$ cat src/rtl/stage_mem_if.sv
// rtl/stage_mem_if.sv - data bus interface between the memory stage and its memory port
// Also carries the shared operator codes and reset level used by the stage.
`ifndef RESET_ENABLE
`define RESET_ENABLE 1'b0
`endif
`ifndef OPERATOR_LB
`define OPERATOR_LB  8'h20
`define OPERATOR_LH  8'h21
`define OPERATOR_LW  8'h23
`define OPERATOR_LBU 8'h24
`define OPERATOR_LHU 8'h25
`define OPERATOR_SB  8'h28
`define OPERATOR_SH  8'h29
`define OPERATOR_SW  8'h2B
`endif

interface stage_mem_if;
  logic        bus_request;
  logic        bus_write_enable;
  logic [31:0] bus_address;
  logic [3:0]  bus_select;
  logic [31:0] bus_write_data;
  logic [31:0] bus_read_data;
  logic        bus_acknowledge;

  modport master (
    output bus_request,
    output bus_write_enable,
    output bus_address,
    output bus_select,
    output bus_write_data,
    input  bus_read_data,
    input  bus_acknowledge
  );

  modport slave (
    input  bus_request,
    input  bus_write_enable,
    input  bus_address,
    input  bus_select,
    input  bus_write_data,
    output bus_read_data,
    output bus_acknowledge
  );
endinterface

$ cat src/rtl/stage_mem.sv
// rtl/stage_mem.sv - MIPS memory-access stage with request/acknowledge bus and MEM/WB latch
// Optional MEM_ALIGN_CHECK_EN traps misaligned halfword/word accesses via address_error.
module stage_mem (
  input  logic        clock,
  input  logic        reset,
  input  logic [7:0]  operator,
  input  logic [31:0] memory_address,
  input  logic [31:0] memory_store_data,
  input  logic        register_write_enable_,
  input  logic [4:0]  register_write_address_,
  input  logic [31:0] register_write_data_,
  stage_mem_if.master bus,
  output logic        stall_request,
`ifdef MEM_ALIGN_CHECK_EN
  output logic        address_error,
`endif
  output logic        register_write_enable,
  output logic [4:0]  register_write_address,
  output logic [31:0] register_write_data
);

  typedef enum logic {IDLE, ACCESS} state_t;
  typedef enum logic [1:0] {SIZE_BYTE, SIZE_HALF, SIZE_WORD} size_t;

  state_t      state;

  logic        is_mem;
  logic        is_store;
  logic        is_signed;
  size_t       size;
  logic [1:0]  lane;
  logic [3:0]  lane_select;
  logic [31:0] lane_data;
  logic        misaligned;
  logic        mem_go;

  logic        bus_request_r;
  logic        bus_write_enable_r;
  logic [31:0] bus_address_r;
  logic [3:0]  bus_select_r;
  logic [31:0] bus_write_data_r;

  logic        cap_load;
  logic        cap_signed;
  size_t       cap_size;
  logic [1:0]  cap_lane;
  logic        cap_we;
  logic [4:0]  cap_wa;

  logic [7:0]  load_byte;
  logic [15:0] load_half;
  logic [31:0] load_value;

  assign lane = memory_address[1:0];

  always_comb begin
    is_mem    = 1'b0;
    is_store  = 1'b0;
    is_signed = 1'b0;
    size      = SIZE_WORD;
    case (operator)
      `OPERATOR_LB:  begin is_mem = 1'b1; is_signed = 1'b1; size = SIZE_BYTE; end
      `OPERATOR_LBU: begin is_mem = 1'b1; size = SIZE_BYTE; end
      `OPERATOR_LH:  begin is_mem = 1'b1; is_signed = 1'b1; size = SIZE_HALF; end
      `OPERATOR_LHU: begin is_mem = 1'b1; size = SIZE_HALF; end
      `OPERATOR_LW:  begin is_mem = 1'b1; end
      `OPERATOR_SB:  begin is_mem = 1'b1; is_store = 1'b1; size = SIZE_BYTE; end
      `OPERATOR_SH:  begin is_mem = 1'b1; is_store = 1'b1; size = SIZE_HALF; end
      `OPERATOR_SW:  begin is_mem = 1'b1; is_store = 1'b1; end
      default: ;
    endcase
  end

  // Big-endian lanes: lane 0 is bits[31:24]; unused low address bits are simply ignored.
  always_comb begin
    lane_select = 4'b1111;
    lane_data   = memory_store_data;
    case (size)
      SIZE_BYTE: begin
        lane_select = 4'b1000 >> lane;
        lane_data   = {4{memory_store_data[7:0]}};
      end
      SIZE_HALF: begin
        lane_select = lane[1] ? 4'b0011 : 4'b1100;
        lane_data   = {2{memory_store_data[15:0]}};
      end
      default: ;
    endcase
  end

`ifdef MEM_ALIGN_CHECK_EN
  assign misaligned = is_mem && (((size == SIZE_HALF) && lane[0]) ||
                                 ((size == SIZE_WORD) && (lane != 2'b00)));
`else
  assign misaligned = 1'b0;
`endif

  assign mem_go        = is_mem && !misaligned;
  assign stall_request = ((state == IDLE) && mem_go) ||
                         ((state == ACCESS) && !bus.bus_acknowledge);

  always_comb begin
    load_byte = bus.bus_read_data[31:24];
    case (cap_lane)
      2'd1:    load_byte = bus.bus_read_data[23:16];
      2'd2:    load_byte = bus.bus_read_data[15:8];
      2'd3:    load_byte = bus.bus_read_data[7:0];
      default: ;
    endcase
    load_half  = cap_lane[1] ? bus.bus_read_data[15:0] : bus.bus_read_data[31:16];
    load_value = bus.bus_read_data;
    case (cap_size)
      SIZE_BYTE: load_value = cap_signed ? {{24{load_byte[7]}}, load_byte} : {24'h0, load_byte};
      SIZE_HALF: load_value = cap_signed ? {{16{load_half[15]}}, load_half} : {16'h0, load_half};
      default: ;
    endcase
  end

  always_ff @(posedge clock) begin
    if (reset == `RESET_ENABLE) begin
      state                  <= IDLE;
      bus_request_r          <= 1'b0;
      bus_write_enable_r     <= 1'b0;
      bus_address_r          <= 32'h0;
      bus_select_r           <= 4'h0;
      bus_write_data_r       <= 32'h0;
      cap_load               <= 1'b0;
      cap_signed             <= 1'b0;
      cap_size               <= SIZE_BYTE;
      cap_lane               <= 2'b00;
      cap_we                 <= 1'b0;
      cap_wa                 <= 5'h0;
      register_write_enable  <= 1'b0;
      register_write_address <= 5'h0;
      register_write_data    <= 32'h0;
`ifdef MEM_ALIGN_CHECK_EN
      address_error          <= 1'b0;
`endif
    end else begin
      case (state)
        IDLE: begin
          if (mem_go) begin
            state                 <= ACCESS;
            bus_request_r         <= 1'b1;
            bus_write_enable_r    <= is_store;
            bus_address_r         <= {memory_address[31:2], 2'b00};
            bus_select_r          <= lane_select;
            bus_write_data_r      <= is_store ? lane_data : 32'h0;
            cap_load              <= !is_store;
            cap_signed            <= is_signed;
            cap_size              <= size;
            cap_lane              <= lane;
            cap_we                <= register_write_enable_;
            cap_wa                <= register_write_address_;
            register_write_enable <= 1'b0;
          end else if (is_mem) begin
            // Trapped misaligned op: no transfer, write-back suppressed.
            register_write_enable <= 1'b0;
          end else begin
            register_write_enable  <= register_write_enable_;
            register_write_address <= register_write_address_;
            register_write_data    <= register_write_data_;
          end
`ifdef MEM_ALIGN_CHECK_EN
          address_error <= misaligned;
`endif
        end
        ACCESS: begin
          if (bus.bus_acknowledge) begin
            state         <= IDLE;
            bus_request_r <= 1'b0;
            if (cap_load) begin
              register_write_enable  <= cap_we;
              register_write_address <= cap_wa;
              register_write_data    <= load_value;
            end else begin
              register_write_enable <= 1'b0;
            end
          end else begin
            register_write_enable <= 1'b0;
          end
`ifdef MEM_ALIGN_CHECK_EN
          address_error <= 1'b0;
`endif
        end
        default: state <= IDLE;
      endcase
    end
  end

  assign bus.bus_request      = bus_request_r;
  assign bus.bus_write_enable = bus_write_enable_r;
  assign bus.bus_address      = bus_address_r;
  assign bus.bus_select       = bus_select_r;
  assign bus.bus_write_data   = bus_write_data_r;

endmodule

$ cat src/flat_wrapper.sv
// flat-port wrapper written by rule: the top's interface ports become plain ports
module stage_mem_flat 
  (clock, reset, operator, memory_address, memory_store_data, register_write_enable_, register_write_address_, register_write_data_, stall_request, register_write_enable, register_write_address, register_write_data, bus_bus_request, bus_bus_write_enable, bus_bus_address, bus_bus_select, bus_bus_write_data, bus_bus_read_data, bus_bus_acknowledge);
  stage_mem_if bus_i ();
  input  logic clock;
  input  logic reset;
  input  logic [7:0] operator;
  input  logic [31:0] memory_address;
  input  logic [31:0] memory_store_data;
  input  logic register_write_enable_;
  input  logic [4:0] register_write_address_;
  input  logic [31:0] register_write_data_;
  output logic stall_request;
  output logic register_write_enable;
  output logic [4:0] register_write_address;
  output logic [31:0] register_write_data;
  output wire logic [$bits(bus_i.bus_request)-1:0] bus_bus_request;
  output wire logic [$bits(bus_i.bus_write_enable)-1:0] bus_bus_write_enable;
  output wire logic [$bits(bus_i.bus_address)-1:0] bus_bus_address;
  output wire logic [$bits(bus_i.bus_select)-1:0] bus_bus_select;
  output wire logic [$bits(bus_i.bus_write_data)-1:0] bus_bus_write_data;
  input wire logic [$bits(bus_i.bus_read_data)-1:0] bus_bus_read_data;
  input wire logic [$bits(bus_i.bus_acknowledge)-1:0] bus_bus_acknowledge;
  assign bus_bus_request = bus_i.bus_request;
  assign bus_bus_write_enable = bus_i.bus_write_enable;
  assign bus_bus_address = bus_i.bus_address;
  assign bus_bus_select = bus_i.bus_select;
  assign bus_bus_write_data = bus_i.bus_write_data;
  assign bus_i.bus_read_data = bus_bus_read_data;
  assign bus_i.bus_acknowledge = bus_bus_acknowledge;
  stage_mem u_core (.clock(clock), .reset(reset), .operator(operator), .memory_address(memory_address), .memory_store_data(memory_store_data), .register_write_enable_(register_write_enable_), .register_write_address_(register_write_address_), .register_write_data_(register_write_data_), .bus(bus_i), .stall_request(stall_request), .register_write_enable(register_write_enable), .register_write_address(register_write_address), .register_write_data(register_write_data));
endmodule
$ cat config.mk
export PLATFORM = sky130hd
export DESIGN_NAME = stage_mem_flat
export DESIGN_NICKNAME = d
export VERILOG_FILES = /design/src/rtl/stage_mem_if.sv /design/src/rtl/stage_mem.sv /design/src/flat_wrapper.sv
export SDC_FILE = /design/constraint.sdc
export NUM_CORES = 1
export LEC_CHECK = 0
export ABC_AREA = 1
export CAP_MARGIN = 20
export CORE_UTILIZATION = 45
export DETAILED_ROUTE_END_ITERATION = 7
export DONT_BUFFER_PORTS = 1
export SLEW_MARGIN = 20
export SYNTH_ARGS = -nofsm -noshare
export SYNTH_HDL_FRONTEND = slang
export SYNTH_SLANG_ARGS = --single-unit
$ cat constraint.sdc
create_clock -name clock -period 1.7 [get_ports clock]
set_input_delay 0.51 -clock clock [delete_from_list [all_inputs] [get_ports clock]]
set_output_delay 0.51 -clock clock [all_outputs]
set_load 0.01 [all_outputs]
==> out/qor.txt <==
STA
----------------------------------------------------------------------------
Setup repair after global routing missed its margin                       no
Number of hold violations in the final report                              0
Final setup violation count                                                0
Hold slack final                                                    0.239 ns
Clock Skews                                                       0.00367 ns
Number of max-slew violations in the final report                          0
Minimum clock period                                                 1.63 ns
Ratio of final minimum period to clock period                          0.961
Top achievable clock speed                                           612 MHz
Final sum of negative setup slack                                       0 ns

WORST SETUP PATH
----------------------------------------------------------------------------
Register-to-Register Path Depth                                            8
Peak fanout along the critical path                                        5
Worst setup path category                                          in -> out
Origin of the critical flop-to-flop path                        u_core.cap_lane[1]
CP Capture Type                                                  output port
Minimum setup slack among reg-to-reg paths                           0.21 ns
Destination of the worst register-to-register timing path       u_core.register_write_data[27]
Critical Path Max Stage Delay                                        0.16 ns
Startpoint of the worst setup timing path                        operator[7]
CP Cell Sequence                                                nor2_2 -> nand4_4 -> nand2_4 -> nand2_8 -> o21ai_4
Kind of cell adding the most delay to the critical path         simple AND/OR/NAND/NOR gates
Required time of the critical path                                   1.19 ns
Arrival time at the worst endpoint                                   1.12 ns
CP max-delay cell                                               sky130_fd_sc_hd__nand4_4
Crit. path cell count                                                      5
Worst Setup Start Kind                                             input pin
Setup crit end                                                  stall_request
Number of buffers and inverters on the critical path                       0

YOSYS
----------------------------------------------------------------------------
Warning count from the yosys run                                           0
Largest cells by area after synthesis                           sky130_fd_sc_hd__dfxtp_1 (40%), sky130_fd_sc_hd__nand2_1 (13%), sky130_fd_sc_hd__a21oi_1 (8.5%)
Post-synth cell types                                                     31
Synth top area share                                                   0.403
Share of flip-flops with an asynchronous set or reset                      0
Xor and xnor area share after synthesis                                    0
Main combinational cell family by area after synthesis          simple AND/OR/NAND/NOR gates
Syn Std Cell Area                                               0.00592 sq mm
Proportion of synthesized area in mux cells                          0.00507
Complex-gate fraction of the synthesized area                          0.180
Number of register bits inferred by synthesis                            119
Post-synth EDFFs                                                           0
Sequential fraction of the synthesis area                              0.403
Flip-flop cell with the highest count after synthesis           sky130_fd_sc_hd__dfxtp_1
Simple-gate portion of the synthesized area                            0.329
Fraction of the mapped netlist area in adder cells                         0
Cell accounting for the most synthesized area                   sky130_fd_sc_hd__dfxtp_1
Post-synthesis instance total                                            863
Average cell area after synthesis                                 6.86 sq um

FLOW RUN
----------------------------------------------------------------------------
Max-cap violations                                                         0

FINAL LAYOUT
----------------------------------------------------------------------------
Number of nets in the finished design                                   1001
Final instance area                                             0.00682 sq mm
Sequential cell area                                            0.00239 sq mm
Final cell utilization of the core                                     0.536
Layout area overhead                                                   15.2%
Antenna cells                                                              0
Share of cells above drive strength 1                                  0.140
Most common library cell in the layout ignoring fill and taps   sky130_fd_sc_hd__nand2_1
Area of the multi-input gates                                   0.00308 sq mm
Number of fillers in the final layout                                   1310
Most used cells in the layout excluding fill and tap cells      sky130_fd_sc_hd__nand2_1 (209), sky130_fd_sc_hd__nor2_1 (124), sky130_fd_sc_hd__dfxtp_1 (117)

DETAILED ROUTING
----------------------------------------------------------------------------
Number of vias in the routed layout                                     5593
Final ANT Viol Nets                                                        0
# DRC                                                                      0
Average detailed-routed wire length per instance                16.0 microns
Wire length after detailed routing                                   16.6 mm
Initial DRT Pass Iterations                                                5
Violation count after the first detailed-route iteration                 391
Detail-routed via count per cell                                        5.39

CTS
----------------------------------------------------------------------------
CTS Sinks                                                                119
CTS Hold Bufs                                                              0
Clock tree from TritonCTS                                               done
Latest clock arrival within the worst-skew pair                      0.41 ns
Number of levels in the clock H-tree                                       4
Master cell of the clock root buffer                            sky130_fd_sc_hd__clkbuf_16
TritonCTS buffer count                                                    17
Max clock buf depth                                                        2
Clock transition at the registers of the reported paths              0.06 ns

PWR
----------------------------------------------------------------------------
Power per cell area                                             1040 mW/mm^2
Leakage power of the design                                       0.00287 uW
Worst voltage drop across the vdd grid                            0.000605 V
Total Power Consumption                                              7110 uW

GLOBAL ROUTING
----------------------------------------------------------------------------
Number of global-route vias before repair                               5136
Antenna violations before repair                                           0
Maximum number of pins on one net before global-route repair              81
Total GRT Usage                                                        0.244
Global-route wire length before repair                               25.7 mm
Grt total ovfl                                                             0

FLOORPLAN
----------------------------------------------------------------------------
Ports                                                                    254
Num rows                                                                  41
Vertical extent of the die                                       117 microns
Width of the chip                                                117 microns
Starting density of the core                                           0.465
Full die area                                                   0.0136 sq mm
Core area                                                       0.0127 sq mm

PLACEMENT
----------------------------------------------------------------------------
Placer's final routability congestion estimate                         0.853
IO Port Bufs                                                               0
DP Area                                                         0.00617 sq mm
Detailed Place HPWL                                                  12.2 mm

HOLD PATH
----------------------------------------------------------------------------
Count of cells along the worst hold path                                   2
Worst min path class                                               in -> reg

OUTCOME
----------------------------------------------------------------------------
Run status                                                      finished, final reports clean

## report_power, final
group	switching (uW)	internal, uW	leakage [uW]
Sequential	105	2890	0.000972
Combinational	266	193	0.00161
Clock	1210	2450	0.000290
## cell usage after synthesis (13+ instances only)
cell type,n
sky130_fd_sc_hd__buf_4,14
sky130_fd_sc_hd__a21oi_1,101
sky130_fd_sc_hd__inv_1,34
sky130_fd_sc_hd__nor2_1,125
sky130_fd_sc_hd__nand4_1,20
sky130_fd_sc_hd__or2_2,23
sky130_fd_sc_hd__dfxtp_1,119
sky130_fd_sc_hd__clkbuf_1,24
sky130_fd_sc_hd__o21ai_0,87
sky130_fd_sc_hd__nand3_1,36
sky130_fd_sc_hd__nand2_1,210
sky130_fd_sc_hd__buf_2,13
## worst register-to-register path: cells and delay by family, from the launching register on
kind / cells / cell delay (ns)
flops: 1 / 0.42
simple gates: 4 / 0.38
compound gates: 2 / 0.25
buf+inv: 2 / 0.32
## stage by stage
step,instances,worst slack [ns]
after floorplan,864,-0.0240
after global placement,1007,0.0590
after detailed placement,1007,-0.00389
after CTS,1038,0.0168
after global routing,1038,0.0106
final,1038,0.0665
## timing repair
action	in CTS	in global routing
buffers inserted	2	0
setup endpoints to repair	1	22
pin swaps	1	1
gates resized for setup	7	3
## layer usage
layer | up-vias | GRT usage | wire, microns
li1 | 2800 | - | -
met2 | 209 | 0.394 | 7810
met5 | - | 0 | 0
met1 | 2555 | 0.293 | 6930
met4 | 0 | 0.0903 | 302
met3 | 29 | 0.0939 | 1600
## area by class of cell
class | count | share of cell area
clock buffer | 19 | 0.0650
clock inverter | 10 | 0.0228
inverter | 41 | 0.0266
multi-input combinational | 647 | 0.452
sequential | 119 | 0.350
tap | 172 | 0.0316
timing repair buffer | 30 | 0.0514
## cell families after synthesis
logic type / after synthesis
AND/OR/NAND/NOR: 437
AO/OA/AOI/OAI: 205
flip-flops: 119
buffers and inverters: 98
multiplexers: 3
other: 1
## flip-flops by register name (all words and copies together), names as in the netlist
| register | cells |
|---|---|
| u_core.bus.bus_address | 30 |
| u_core.bus.bus_request | 1 |
| u_core.bus.bus_select | 4 |
| u_core.bus.bus_write_data | 32 |
| u_core.bus.bus_write_enable | 1 |
| u_core.cap_lane | 2 |
| u_core.cap_load | 1 |
| u_core.cap_signed | 1 |
| u_core.cap_size | 2 |
| u_core.cap_wa | 5 |
| u_core.cap_we | 1 |
| u_core.register_write_address | 5 |
| u_core.register_write_data | 32 |
| u_core.register_write_enable | 1 |
| u_core.state | 1 |
## how the worst min path moves through the flow
| stage | startpoint | to | slack [ns] |
|---|---|---|---|
| after floorplan | u_core.cap_we | u_core.register_write_enable | 0.45 |
| after global placement | u_core.cap_wa[2] | u_core.cap_wa[2] | 0.47 |
| after detailed placement | u_core.cap_wa[1] | u_core.cap_wa[1] | 0.48 |
| after CTS | reset | u_core.state | 0.20 |
| after global routing | reset | u_core.state | 0.21 |
| final | memory_store_data[7] | u_core.bus.bus_write_data[7] | 0.24 |
Note: power is estimated with default switching activity, not from simulation.
